[src/rtl/pio_arbiter_pkg.sv]
// Shared types and constants for the PIO arbiter.
// Provides the arbiter FSM state encoding plus the default widths and hold
// length used as parameter defaults by pio_arbiter.
package pio_arbiter_pkg;

  localparam int unsigned DEFAULT_NREQ = 4;
  localparam int unsigned DEFAULT_DW   = 8;
  localparam int unsigned DEFAULT_HOLD = 16;

  // Hold counter width; covers the full legal HOLD_CYCLES range (1..255).
  localparam int unsigned CNT_W = 8;

  typedef enum logic {
    IDLE = 1'b0,
    HOLD = 1'b1
  } state_t;

endpackage

[src/rtl/pio_arbiter_rr_pick.sv]
// Combinational round-robin winner search.
// Ports:
//   req    - per-requester request levels
//   rr_ptr - index where the search starts (wraps modulo NREQ)
//   winner - one-hot first requester found at or after rr_ptr; zero if none
module rr_pick #(
  parameter int unsigned NREQ = 4,
  parameter int unsigned PW   = 2
) (
  input  logic [NREQ-1:0] req,
  input  logic [PW-1:0]   rr_ptr,
  output logic [NREQ-1:0] winner
);

  logic [PW:0]   sum;
  logic [PW-1:0] idx;
  logic          found;

  // Walk NREQ positions starting at rr_ptr; first set request wins.
  always_comb begin
    winner = '0;
    found  = 1'b0;
    sum    = '0;
    idx    = '0;
    for (int unsigned k = 0; k < NREQ; k++) begin
      sum = {1'b0, rr_ptr} + (PW+1)'(k);
      if (sum >= (PW+1)'(NREQ)) begin
        sum = sum - (PW+1)'(NREQ);
      end
      idx = PW'(sum);
      if (!found && req[idx]) begin
        winner[idx] = 1'b1;
        found       = 1'b1;
      end
    end
  end

endmodule

[src/rtl/pio_arbiter.sv]
// Round-robin arbiter sharing one PIO output port between NREQ requesters.
// A winner's data is registered onto the PIO output and held for at least
// HOLD_CYCLES cycles; the PIO input is brought in through a 2-flop synchronizer.
// Ports:
//   clk_clk      - system clock (rising edge)
//   reset_reset  - asynchronous active-high reset
//   req          - per-requester request level
//   req_data     - packed write data, requester i at [i*DW +: DW]
//   ack          - one-cycle acceptance pulse to the winner
//   grant        - one-hot current owner of the PIO output, zero when idle
//   busy         - high while a granted value is being held
//   pio_out_port - data driven to the PIO
//   pio_in_port  - asynchronous data from the PIO
//   pio_in_sync  - pio_in_port after two flops
module pio_arbiter
  import pio_arbiter_pkg::*;
#(
  parameter int unsigned NREQ        = DEFAULT_NREQ,
  parameter int unsigned DW          = DEFAULT_DW,
  parameter int unsigned HOLD_CYCLES = DEFAULT_HOLD
) (
  input  logic               clk_clk,
  input  logic               reset_reset,
  input  logic [NREQ-1:0]    req,
  input  logic [NREQ*DW-1:0] req_data,
  output logic [NREQ-1:0]    ack,
  output logic [NREQ-1:0]    grant,
  output logic               busy,
  output logic [DW-1:0]      pio_out_port,
  input  logic [DW-1:0]      pio_in_port,
  output logic [DW-1:0]      pio_in_sync
);

  localparam int unsigned PW = $clog2(NREQ);

  state_t             state;
  logic [PW-1:0]      rr_ptr;
  logic [CNT_W-1:0]   hold_cnt;
  logic [NREQ-1:0]    winner;
  logic [PW-1:0]      win_idx;
  logic [PW-1:0]      next_ptr;
  logic [DW-1:0]      win_data;
  logic [DW-1:0]      sync_q1;

  rr_pick #(
    .NREQ (NREQ),
    .PW   (PW)
  ) u_rr_pick (
    .req    (req),
    .rr_ptr (rr_ptr),
    .winner (winner)
  );

  // One-hot winner to index and data select.
  always_comb begin
    win_idx  = '0;
    win_data = '0;
    for (int unsigned i = 0; i < NREQ; i++) begin
      if (winner[i]) begin
        win_idx  = PW'(i);
        win_data = req_data[i*DW +: DW];
      end
    end
  end

  // Pointer moves just past the winner, wrapping after the last requester.
  assign next_ptr = (win_idx == PW'(NREQ-1)) ? '0 : win_idx + PW'(1);

  // Arbitration FSM; all outputs registered so req never reaches them combinationally.
  always_ff @(posedge clk_clk or posedge reset_reset) begin
    if (reset_reset) begin
      state        <= IDLE;
      rr_ptr       <= '0;
      hold_cnt     <= '0;
      pio_out_port <= '0;
      grant        <= '0;
      ack          <= '0;
      busy         <= 1'b0;
    end else begin
      ack <= '0;
      case (state)
        IDLE: begin
          if (|req) begin
            state        <= HOLD;
            hold_cnt     <= CNT_W'(HOLD_CYCLES - 1);
            pio_out_port <= win_data;
            grant        <= winner;
            ack          <= winner;
            busy         <= 1'b1;
            rr_ptr       <= next_ptr;
          end
        end
        HOLD: begin
          // Requests are ignored here; the hold ends after the counter reads zero.
          if (hold_cnt == '0) begin
            state <= IDLE;
            grant <= '0;
            busy  <= 1'b0;
          end else begin
            hold_cnt <= hold_cnt - CNT_W'(1);
          end
        end
      endcase
    end
  end

  // Two-flop synchronizer for the PIO input, independent of arbitration.
  always_ff @(posedge clk_clk or posedge reset_reset) begin
    if (reset_reset) begin
      sync_q1     <= '0;
      pio_in_sync <= '0;
    end else begin
      sync_q1     <= pio_in_port;
      pio_in_sync <= sync_q1;
    end
  end

endmodule

[config.mk]
export PLATFORM = sky130hd
export DESIGN_NAME = pio_arbiter
export DESIGN_NICKNAME = d
export VERILOG_FILES = /design/src/rtl/pio_arbiter_pkg.sv /design/src/rtl/pio_arbiter_rr_pick.sv /design/src/rtl/pio_arbiter.sv
export SDC_FILE = /design/constraint.sdc
export NUM_CORES = 1
export LEC_CHECK = 0
export BUFFER_PORTS_ARGS = -buffer_cell sky130_fd_sc_hd__buf_4
export CELL_PAD_IN_SITES_DETAIL_PLACEMENT = 1
export CELL_PAD_IN_SITES_GLOBAL_PLACEMENT = 2
export CORE_MARGIN = 4
export CORE_UTILIZATION = 34
export CTS_BUF_LIST = sky130_fd_sc_hd__clkbuf_8
export DETAILED_ROUTE_END_ITERATION = 8
export PLACE_DENSITY = 0.9
export REMOVE_ABC_BUFFERS = 1
export SLEW_MARGIN = 5
export SYNTH_ARGS = -nofsm -noshare
export SYNTH_HDL_FRONTEND = slang
export SYNTH_SLANG_ARGS = --single-unit
[constraint.sdc]
create_clock -name clk_clk -period 8.06 [get_ports clk_clk]
set_clock_uncertainty 0.15 [all_clocks]
set_input_delay 0.403 -clock clk_clk [delete_from_list [all_inputs] [get_ports clk_clk]]
set_output_delay 0.403 -clock clk_clk [all_outputs]
set_load 0.01 [all_outputs]
# Yosys cells after proc, flatten, opt, wreduce, memory -nomap -nowiden

Cells that the tools add are included.
W data, S select, Z words.

Add/subtract/negate cells: 9
$lt $le $gt $ge: 12
Eq/ne operators: 4
Muxes and demuxes: 49
Bitwise gates (word level): 4
Reduce and logical (&&, ||, !) cells: 15

Operator list:

| operator              | number |
|---|---|
| $mux W8               | 6 |
| $mux W4               | 8 |
| $mux W1               | 16 |
| $pmux W8 S2           | 1 |
| $mux W2               | 7 |
| $lt A2 B3 Y1 const B  | 4 |
| $or A4 B4 Y4          | 3 |
| $ge A3 B3 Y1 const B  | 3 |
| $bmux W1 S2           | 4 |
| $demux W1 S2          | 4 |
| $ge A2 B1 Y1 const B  | 4 |
| $logic_not A8 Y1      | 1 |
| $pmux W4 S2           | 1 |
| $sub A2 B1 Y2 const B | 4 |
| $sub A8 B1 Y8 const B | 1 |
| $logic_and A1 B1 Y1   | 7 |
| $add A2 B2 Y3 const B | 2 |
| $reduce_and A2 Y1     | 3 |
| $ne A2 B2 Y1 const B  | 2 |
| $pmux W1 S2           | 2 |
| $reduce_or A4 Y1      | 1 |
| $add A2 B1 Y3 const B | 1 |
| $ge A2 B3 Y1 const B  | 1 |
| $logic_not A1 Y1      | 3 |
| 4 further kinds       | 4 |

Register bits: 44
Input bits: 46
Output and inout port bits: 25
Word-level logic and storage cells: 102

# Logic depth before layout (Yosys ltp)

Gate-level depths: netlist (run 1).

Depth after elaboration: 19
Mapped depth: 9

# Modules after synthesis

Synthesis (run 1) repeated with hierarchy kept, for this count alone.

Cells, all modules: 189
Area, all modules: 2,219.6 µm²

Modules (own cells, without submodules):

| module      | instances | cells each | area each (µm²) |
|---|---|---|---|
| pio_arbiter | 1         | 159        | 1,916.8 |
| rr_pick     | 1         | 30         | 302.8 |

# Worst setup path after synthesis (run 1)

Ideal clock, no wire load.

Path kind: reg2reg
From: reg rr_ptr[0]
To: reg pio_out_port[0]
Library setup time: 0.087 ns
Arrival: 2.591 ns
Required time: 7.823 ns
Path slack: 5.232 ns
Stages on the path, launching flop included: 9
Cell sequence: dfrtp_1 > inv_1 > ha_1 > mux4_2 > nor4b_1 > nand2_1 > a211oi_4 > a221oi_1 > o211ai_1

Longest elaborated chain between the ends: 18

RTL lines:

| what                                                   | line                      | source |
|---|---|---|
| start, declared                                        | pio_arbiter.sv:37         | `logic [PW-1:0] rr_ptr;` |
| start signal, assigned                                 | pio_arbiter.sv:90         | `rr_ptr <= next_ptr;` |
| branches (longest 13 deep; another with $add A2 B1 Y3) | n/a                       |  |
| $mux W4 *                                              | pio_arbiter_rr_pick.sv:31 | `if (!found && req[idx]) begin` |
| $mux W8 (3 in series)                                  | pio_arbiter.sv:59         | `if (winner[i]) begin` |
| $mux W8 *                                              | pio_arbiter.sv:59         |  |
| end signal, assigned                                   | pio_arbiter.sv:86         | `pio_out_port <= win_data;` |
| end, declared                                          | pio_arbiter.sv:29         | `output logic [DW-1:0] pio_out_port,` |

Every way passes the cells marked *. The select of a mux whose other input is x is not followed.
A chain may end at the register's enable or synchronous reset.

# Worst setup path after layout (run 1)

From: reg rr_ptr[0]
To: reg pio_out_port[1]

Same word-level chain as after synthesis.

==> impl_metrics.csv, run 1 <==
group,metric,value,unit
cells_and_area,final_cells,325,
floorplanning,num_io_pins,71,
yosys,yosys_register_bits,44,
flow_run,drv_cap,0,
placement,hpwlAfterDp,4310,um
grt,antenna_found_initial,0,
cells_and_area,fin_nets,302,
clock_network,cts_buffers,5,
setup_path,critPathArrivalTime,3.39,ns
timing,worstMarginPinSlew,1.04,ns
setup_path,critPathMaxFanout,9,
floorplanning,rows,28,
timing,relSlewSlack,30.6,%
timing,rsz0062_at_grt,"no",
clock_network,cts_buffer_depth,2,
timing,setup_viol,0,
clock_network,cts-root-buf,"clkbuf_8",
worst_hold_path,hp-start,"pio_in_port[3]",
timing,final.setup.tns,0,ns
routing,wl,5900,um
pwr,p_leak,1.26,nW
floorplanning,fp.dieH,86.1,um
pwr,ir_drop,0.0000741,V
pwr,power.total,506,uW
clock_network,post-cts-setup-buffers,0,
setup_path,rrSetupSlack,4.74,ns
routing,drc,0,
yosys,yosysWarnings,0,
cells_and_area,layout-drive-gt1-share,37.2,%
grt,overflow,0,
floorplanning,dieWidth,86.1,um
clock_network,worstSkewPairLatency,0.31,ns
yosys,synth_cells,179,
floorplanning,die-area,7420,um2
yosys,synth_area_per_cell,11.6,um2
cells_and_area,diodes,0,
run_status,status,"completed",
setup_path,crit_path_end_kind,"flip-flop",
worst_hold_path,hold_class,"in -> reg",
grt,grt_pass1_vias,1904,
clock_network,clkSinkCount,44,
worst_hold_path,min_path_cells,1,
timing,drv_slew,0,
placement,place_congestion,0.851,
grt,grt_pass1_wl,9660,um
clock_network,cts_resized,0,
timing,clock.fmax,301,MHz
setup_path,worst_ep_required_time,8.13,ns
routing,routedWlPerCell,18.1,um
placement,placedCellCount,317,
clock_network,cts_tree,"yes",
clock_network,cts_max_level,2,
grt,track_usage,17.0,%
floorplanning,core-area,5920,um2
routing,ant_nets,0,
worst_hold_path,holdPathEnd,"sync_q1[3]",
routing,num_vias,1746,
cells_and_area,final_util,46.9,%
timing,fin_crit_sh,41.2,%
grt,grt_max_degree,45,
yosys,syn_area,2080,um2
setup_path,crit_type,"reg -> reg",
setup_path,reg2reg_depth,8,
timing,period_needed,3.32,ns
pwr,powerDensity,182,nW/um2
timing,hold_viol,0,
setup_path,worstReg2RegStart,"rr_ptr[0]",
routing,firstDrtPassIters,4,
timing,hold_ws,0.0409,ns
setup_path,start_kind,"flip-flop",
yosys,synth.distinct_cells,43,
setup_path,reg2reg_to,"pio_out_port[1]",
clock_network,postCtsHoldBufs,0,
routing,vias_per_cell,5.37,
routing,initialDrtViolationCount,54,
cells_and_area,syn2layout_area_growth,33.7,%
clock_network,clk_pin_slew,0.10,ns
floorplanning,floorplan.initialDensity,35.1,%
yosys,ys_seq_area_share,53.0,%
placement,numPortBuffers,70,
-- critical path, cell delays in order, from the launching register on --
cell	delay, ns
dfrtp_1	0.52
inv_1	0.16
ha_1	0.34
mux4_2	0.38
nor4b_1	0.57
nand2_1	0.23
a211oi_4	0.50
a221oi_1	0.16
o211ai_1	0.22
-- Yosys cell counts, drive strengths merged --
cell | count | area [um2]
o211ai | 9 | 67.6
a21o | 5 | 38.8
mux4 | 4 | 93.8
clkbuf | 4 | 15.0
nor4 | 3 | 18.8
o2111ai | 8 | 70.1
o311ai | 1 | 8.76
a211oi | 1 | 20.0
nor4bb | 1 | 10.0
nand2b | 1 | 6.26
mux2i | 3 | 30.0
o41ai | 1 | 8.76
buf | 3 | 20.0
nand4b | 1 | 8.76
nand2 | 24 | 90.1
nor2 | 7 | 26.3
inv | 7 | 26.3
or4b | 1 | 13.8
or3b | 1 | 8.76
and2 | 2 | 12.5
ha | 7 | 87.6
o22ai | 2 | 12.5
or2 | 3 | 18.8
o21ai | 10 | 50.1
a221oi | 8 | 70.1
dfrtp | 44 | 1100
nor4b | 2 | 23.8
xor2 | 1 | 8.76
a21oi | 4 | 23.8
nand3b | 2 | 15.0
nor3 | 1 | 5.00
a31oi | 1 | 6.26
or3 | 1 | 6.26
o211a | 1 | 10.0
a22o | 3 | 27.5
nor3b | 2 | 15.0
-- through the flow --
stage / setup slack [ns] / area (um2)
after floorplan: 5.23 / 2040
after global placement: 4.85 / 2660
after detailed placement: 4.75 / 2660
after CTS: 4.74 / 2780
after global routing: 4.45 / 2780
final: 4.74 / 2780
-- layer usage --
layer / wire length [um] / vias up / share of wire (%) / global-route usage, %
li1: - / 816 / - / -
met3: 387 / 11 / 6.6 / 5.57
met2: 3050 / 56 / 52 / 28.7
met4: 107 / 0 / 1.8 / 4.89
met1: 2350 / 863 / 40 / 20.6
met5: 0 / - / 0 / 0
-- worst max-delay path by stage --
stage                            endpoint  slack [ns]       from
after global placement    pio_out_port[0]        4.85  rr_ptr[0]
after CTS                 pio_out_port[1]        4.74  rr_ptr[0]
after detailed placement  pio_out_port[1]        4.75  rr_ptr[0]
after floorplan           pio_out_port[0]        5.23  rr_ptr[0]
final                     pio_out_port[1]        4.74  rr_ptr[0]
after global routing      pio_out_port[5]        4.45  rr_ptr[0]
-- layout by cell type (no fill, tap or decap), drive strengths merged, types with 2 or more instances in the layout --
cell type and count:
o21ai 10, nor2 7, or2 3, mux4 4
nor4b 2, o22ai 2, ha 7, a221oi 8
nand3b 2, a22o 3, dfrtp 44, a21o 5
inv 8, nor3b 2, nor4 3, and2 2
clkbuf 5, buf 70, a21oi 4, o211ai 9
mux2i 3, nand2 24, o2111ai 8
-- state kept, by name, summed over array words and instances, names as in the netlist --
signal	count
pio_in_sync	8
ack	4
busy	1
state	1
pio_out_port	8
hold_cnt	8
rr_ptr	2
sync_q1	8
grant	4
-- layout make-up --
type | count | area [um2]
Fill cell | 667 | 3150
Tap cell | 75 | 93.8
Timing Repair Buffer | 70 | 526
Inverter | 7 | 26.3
Multi-Input combinational cell | 121 | 913
Sequential cell | 44 | 1100
Clock inverter | 3 | 46.3
Clock buffer | 5 | 68.8
-- report_power, final --
part	leakage (nW)	switching, mW	internal [mW]
clock	0.0548	0.0833	0.0935
combinational	0.687	0.0488	0.0448
sequential	0.523	0.00585	0.230
total	1.26	0.138	0.368
-- cells by family (layout without fill, tap and decap cells) --
family | after synthesis | after routing | share of synthesized area (%)
AO/OA/AOI/OAI | 54 | 54 | 20.0
AND/OR/NAND/NOR | 52 | 52 | 13.4
flip-flops | 44 | 44 | 53.0
buffers and inverters | 14 | 85 | 2.95
adder cells (fa/ha/maj) | 7 | 7 | 4.22
multiplexers | 7 | 7 | 5.97
XOR/XNOR | 1 | 1 | 0.422
Power figures use the tool's default switching activity.
==> run 2, diff against run 1 <==
--- a/config.mk
+++ b/config.mk
@@ -9,10 +9,10 @@
 export CELL_PAD_IN_SITES_DETAIL_PLACEMENT = 1
 export CELL_PAD_IN_SITES_GLOBAL_PLACEMENT = 2
 export CORE_MARGIN = 4
-export CORE_UTILIZATION = 34
+export CORE_UTILIZATION = 32
 export CTS_BUF_LIST = sky130_fd_sc_hd__clkbuf_8
 export DETAILED_ROUTE_END_ITERATION = 8
-export PLACE_DENSITY = 0.9
+export PLACE_DENSITY = 0.85
 export REMOVE_ABC_BUFFERS = 1
 export SLEW_MARGIN = 5
 export SYNTH_ARGS = -nofsm -noshare
==> constraint.sdc (replaced) <==
create_clock -name clk_clk -period 3.4 [get_ports clk_clk]
set_clock_uncertainty 0.15 [all_clocks]
set_input_delay 0.17 -clock clk_clk [delete_from_list [all_inputs] [get_ports clk_clk]]
set_output_delay 0.17 -clock clk_clk [all_outputs]
set_load 0.01 [all_outputs]
==> run 2 against run 1 <==
Power increased by 140%. Combinational power increased to 2.6 times the previous value. Setup slack got worse by 4.5 ns. Global-route usage decreased by 1.0 points. Core utilization decreased by 0.82 points. Worst hold slack got worse by 0.033 ns. Maximum frequency increased by 4.1%. Clock-buffer cell count unchanged. Sequential power increased by 140%. Final cell count increased by 4.3%. Die area increased by 5.7%. Critical path type unchanged.
==> impl_metrics.csv, run 2 (synthesis results as in run 1) <==
group,metric,value,unit
worst_hold_path,hold_class,"in -> reg",
cells_and_area,syn2layout_area_growth,40.1,%
timing,drv_slew,0,
pwr,pwr-share-clk,33.9,%
pwr,powerDensity,418,nW/um2
placement,hpwlAfterDp,4540,um
routing,initialDrtViolationCount,73,
pwr,p_sw_share,27.1,%
pwr,combPwrFrac,20.1,%
grt,grt_pass1_vias,1761,
setup_path,critPathMaxFanout,9,
clock_network,clkSinkCount,44,
routing,num_vias,1745,
routing,vias_per_cell,5.15,
cells_and_area,fin_nets,314,
timing,hold_ws,0.00766,ns
floorplanning,num_io_pins,71,
pwr,p_leak,1.33,nW
setup_path,reg2reg_depth,9,
run_status,status,"completed",
routing,firstDrtPassIters,4,
grt,grt_max_degree,45,
routing,routedWlPerCell,18.1,um
cells_and_area,final_common_cell,"buf_4",
cells_and_area,layout-drive-gt1-share,37.4,%
pwr,ir_drop,0.000218,V
floorplanning,rows,29,
cells_and_area,regArea,1100,um2
routing,wl,6130,um
pwr,p_int,886,uW
grt,antenna_found_initial,0,
clock_network,cts-root-buf,"clkbuf_8",
setup_path,critPathArrivalTime,3.22,ns
placement,pre_cts_ws,0.0313,ns
timing,period_needed,3.19,ns
placement,place_congestion,0.796,
clock_network,cts_max_level,2,
timing,relSlewSlack,37.5,%
cells_and_area,multi_input_area,931,um2
cells_and_area,final_cell_mix,"73 x buf_4, 44 x dfrtp_1, 24 x nand2_1, 10 x o21ai_0",
cells_and_area,nFillCells,714,
floorplanning,die-area,7840,um2
timing,worstMarginPinSlew,0.936,ns
clock_network,worstSkewPairLatency,0.30,ns
timing,fin_crit_sh,93.9,%
worst_hold_path,min_path_cells,3,
timing,rsz0062_at_grt,"no",
clock_network,cts_buffers,5,
floorplanning,core-area,6310,um2
setup_path,start_kind,"flip-flop",
floorplanning,floorplan.initialDensity,32.9,%
timing,final.setup.tns,0,ns
clock_network,post-cts-setup-buffers,0,
setup_path,crit_path_end_kind,"flip-flop",
timing,hold_viol,0,
grt,overflow,0,
routing,drc,0,
floorplanning,fp.dieH,88.5,um
floorplanning,dieWidth,88.5,um
placement,numPortBuffers,70,
clock_network,clk_pin_slew,0.09,ns
timing,clock.fmax,313,MHz
pwr,switchingPower,329,uW
timing,layout_setup_ws,0.206,ns
routing,ant_nets,0,
pwr,sequentialPowerShare,46.0,%
clock_network,cts_buffer_depth,2,
cells_and_area,diodes,0,
timing,setup_viol,0,
setup_path,crit_type,"reg -> reg",
grt,track_usage,16.0,%
flow_run,drv_cap,0,
setup_path,worst_ep_required_time,3.42,ns
clock_network,cts_tree,"yes",
grt,grt_pass1_wl,9380,um
[run 2: cell count changes in the layout (fill, tap and decap cells not counted)]
cell and change:
dlygate4sd3_1 +9, nor4b_1 -1, nor4b_4 +1, nor2_2 +1, nor2_1 -1, buf_4 +3
[run 2: stage by stage]
| step | instance area (um2) | instances | power (mW) | util, % |
|---|---|---|---|---|
| finish | 2910 | 339 | 1.21 | 46.1 |
| global route | 2910 | 339 | 1.28 | 46.1 |
| CTS | 2890 | 339 | 1.23 | 45.8 |
| detailed placement | 2690 | 322 | 0.799 | 42.5 |
| global placement | 2690 | 322 | 0.794 | 42.5 |
| floorplan | 2040 | 172 | 0.687 | - |
[run 2: worst max-delay path: stages (launching register included)]
cell	delay (ns)
dfrtp_1	0.51
inv_1	0.14
ha_1	0.34
mux4_2	0.39
nor4b_2	0.44
a22o_1	0.35
a211oi_4	0.05
buf_4	0.21
a221oi_1	0.34
o211ai_1	0.15
[run 2: path summary, 6_finish.rpt]
| path | startpoint | to | slack (ns) |
|---|---|---|---|
| min in group asynchronous | reset_reset | busy | 0.49 |
| max | rr_ptr[0] | pio_out_port[4] | 0.21 |
| min reg2reg | sync_q1[4] | pio_in_sync[4] | 0.20 |
| max reg2reg | rr_ptr[0] | pio_out_port[4] | 0.21 |
| min | req_data[5] | pio_out_port[5] | 0.008 |
| max in group asynchronous | reset_reset | sync_q1[0] | 2.03 |
[run 2: area by class of cell]
cell class | count | area share, %
clock buffer | 5 | 2.37
multi-input combinational | 121 | 32.0
clock inverter | 3 | 1.59
timing repair buffer | 82 | 21.9
tap | 77 | 3.31
sequential | 44 | 37.9
inverter | 7 | 0.904
[run 2: power by group through the flow]
| stage | clock network [mW] | registers (mW) | logic, mW |
|---|---|---|---|
| finish | 0.412 | 0.559 | 0.244 |
| global route | 0.449 | 0.562 | 0.269 |
| CTS | 0.430 | 0.559 | 0.239 |
| detailed placement | 0 | 0.569 | 0.230 |
| global placement | 0 | 0.568 | 0.226 |
| floorplan | 0 | 0.575 | 0.113 |
[run 2: repair_timing]
| item | CTS | global route |
|---|---|---|
| endpoints found under the setup margin | 0 | 11 |
| hold buffers | 9 | 0 |
| gates resized for setup | 0 | 3 |
| endpoints found under the hold margin | 52 | 0 |
[run 2: layer usage]
metal | up-vias | part of all wire, % | GRT usage [%]
li1 | 837 | - | -
met1 | 847 | 41 | 21.2
met2 | 55 | 52 | 26.7
met3 | 6 | 6.5 | 3.91
met4 | 0 | 0.54 | 2.88
met5 | - | 0 | 0
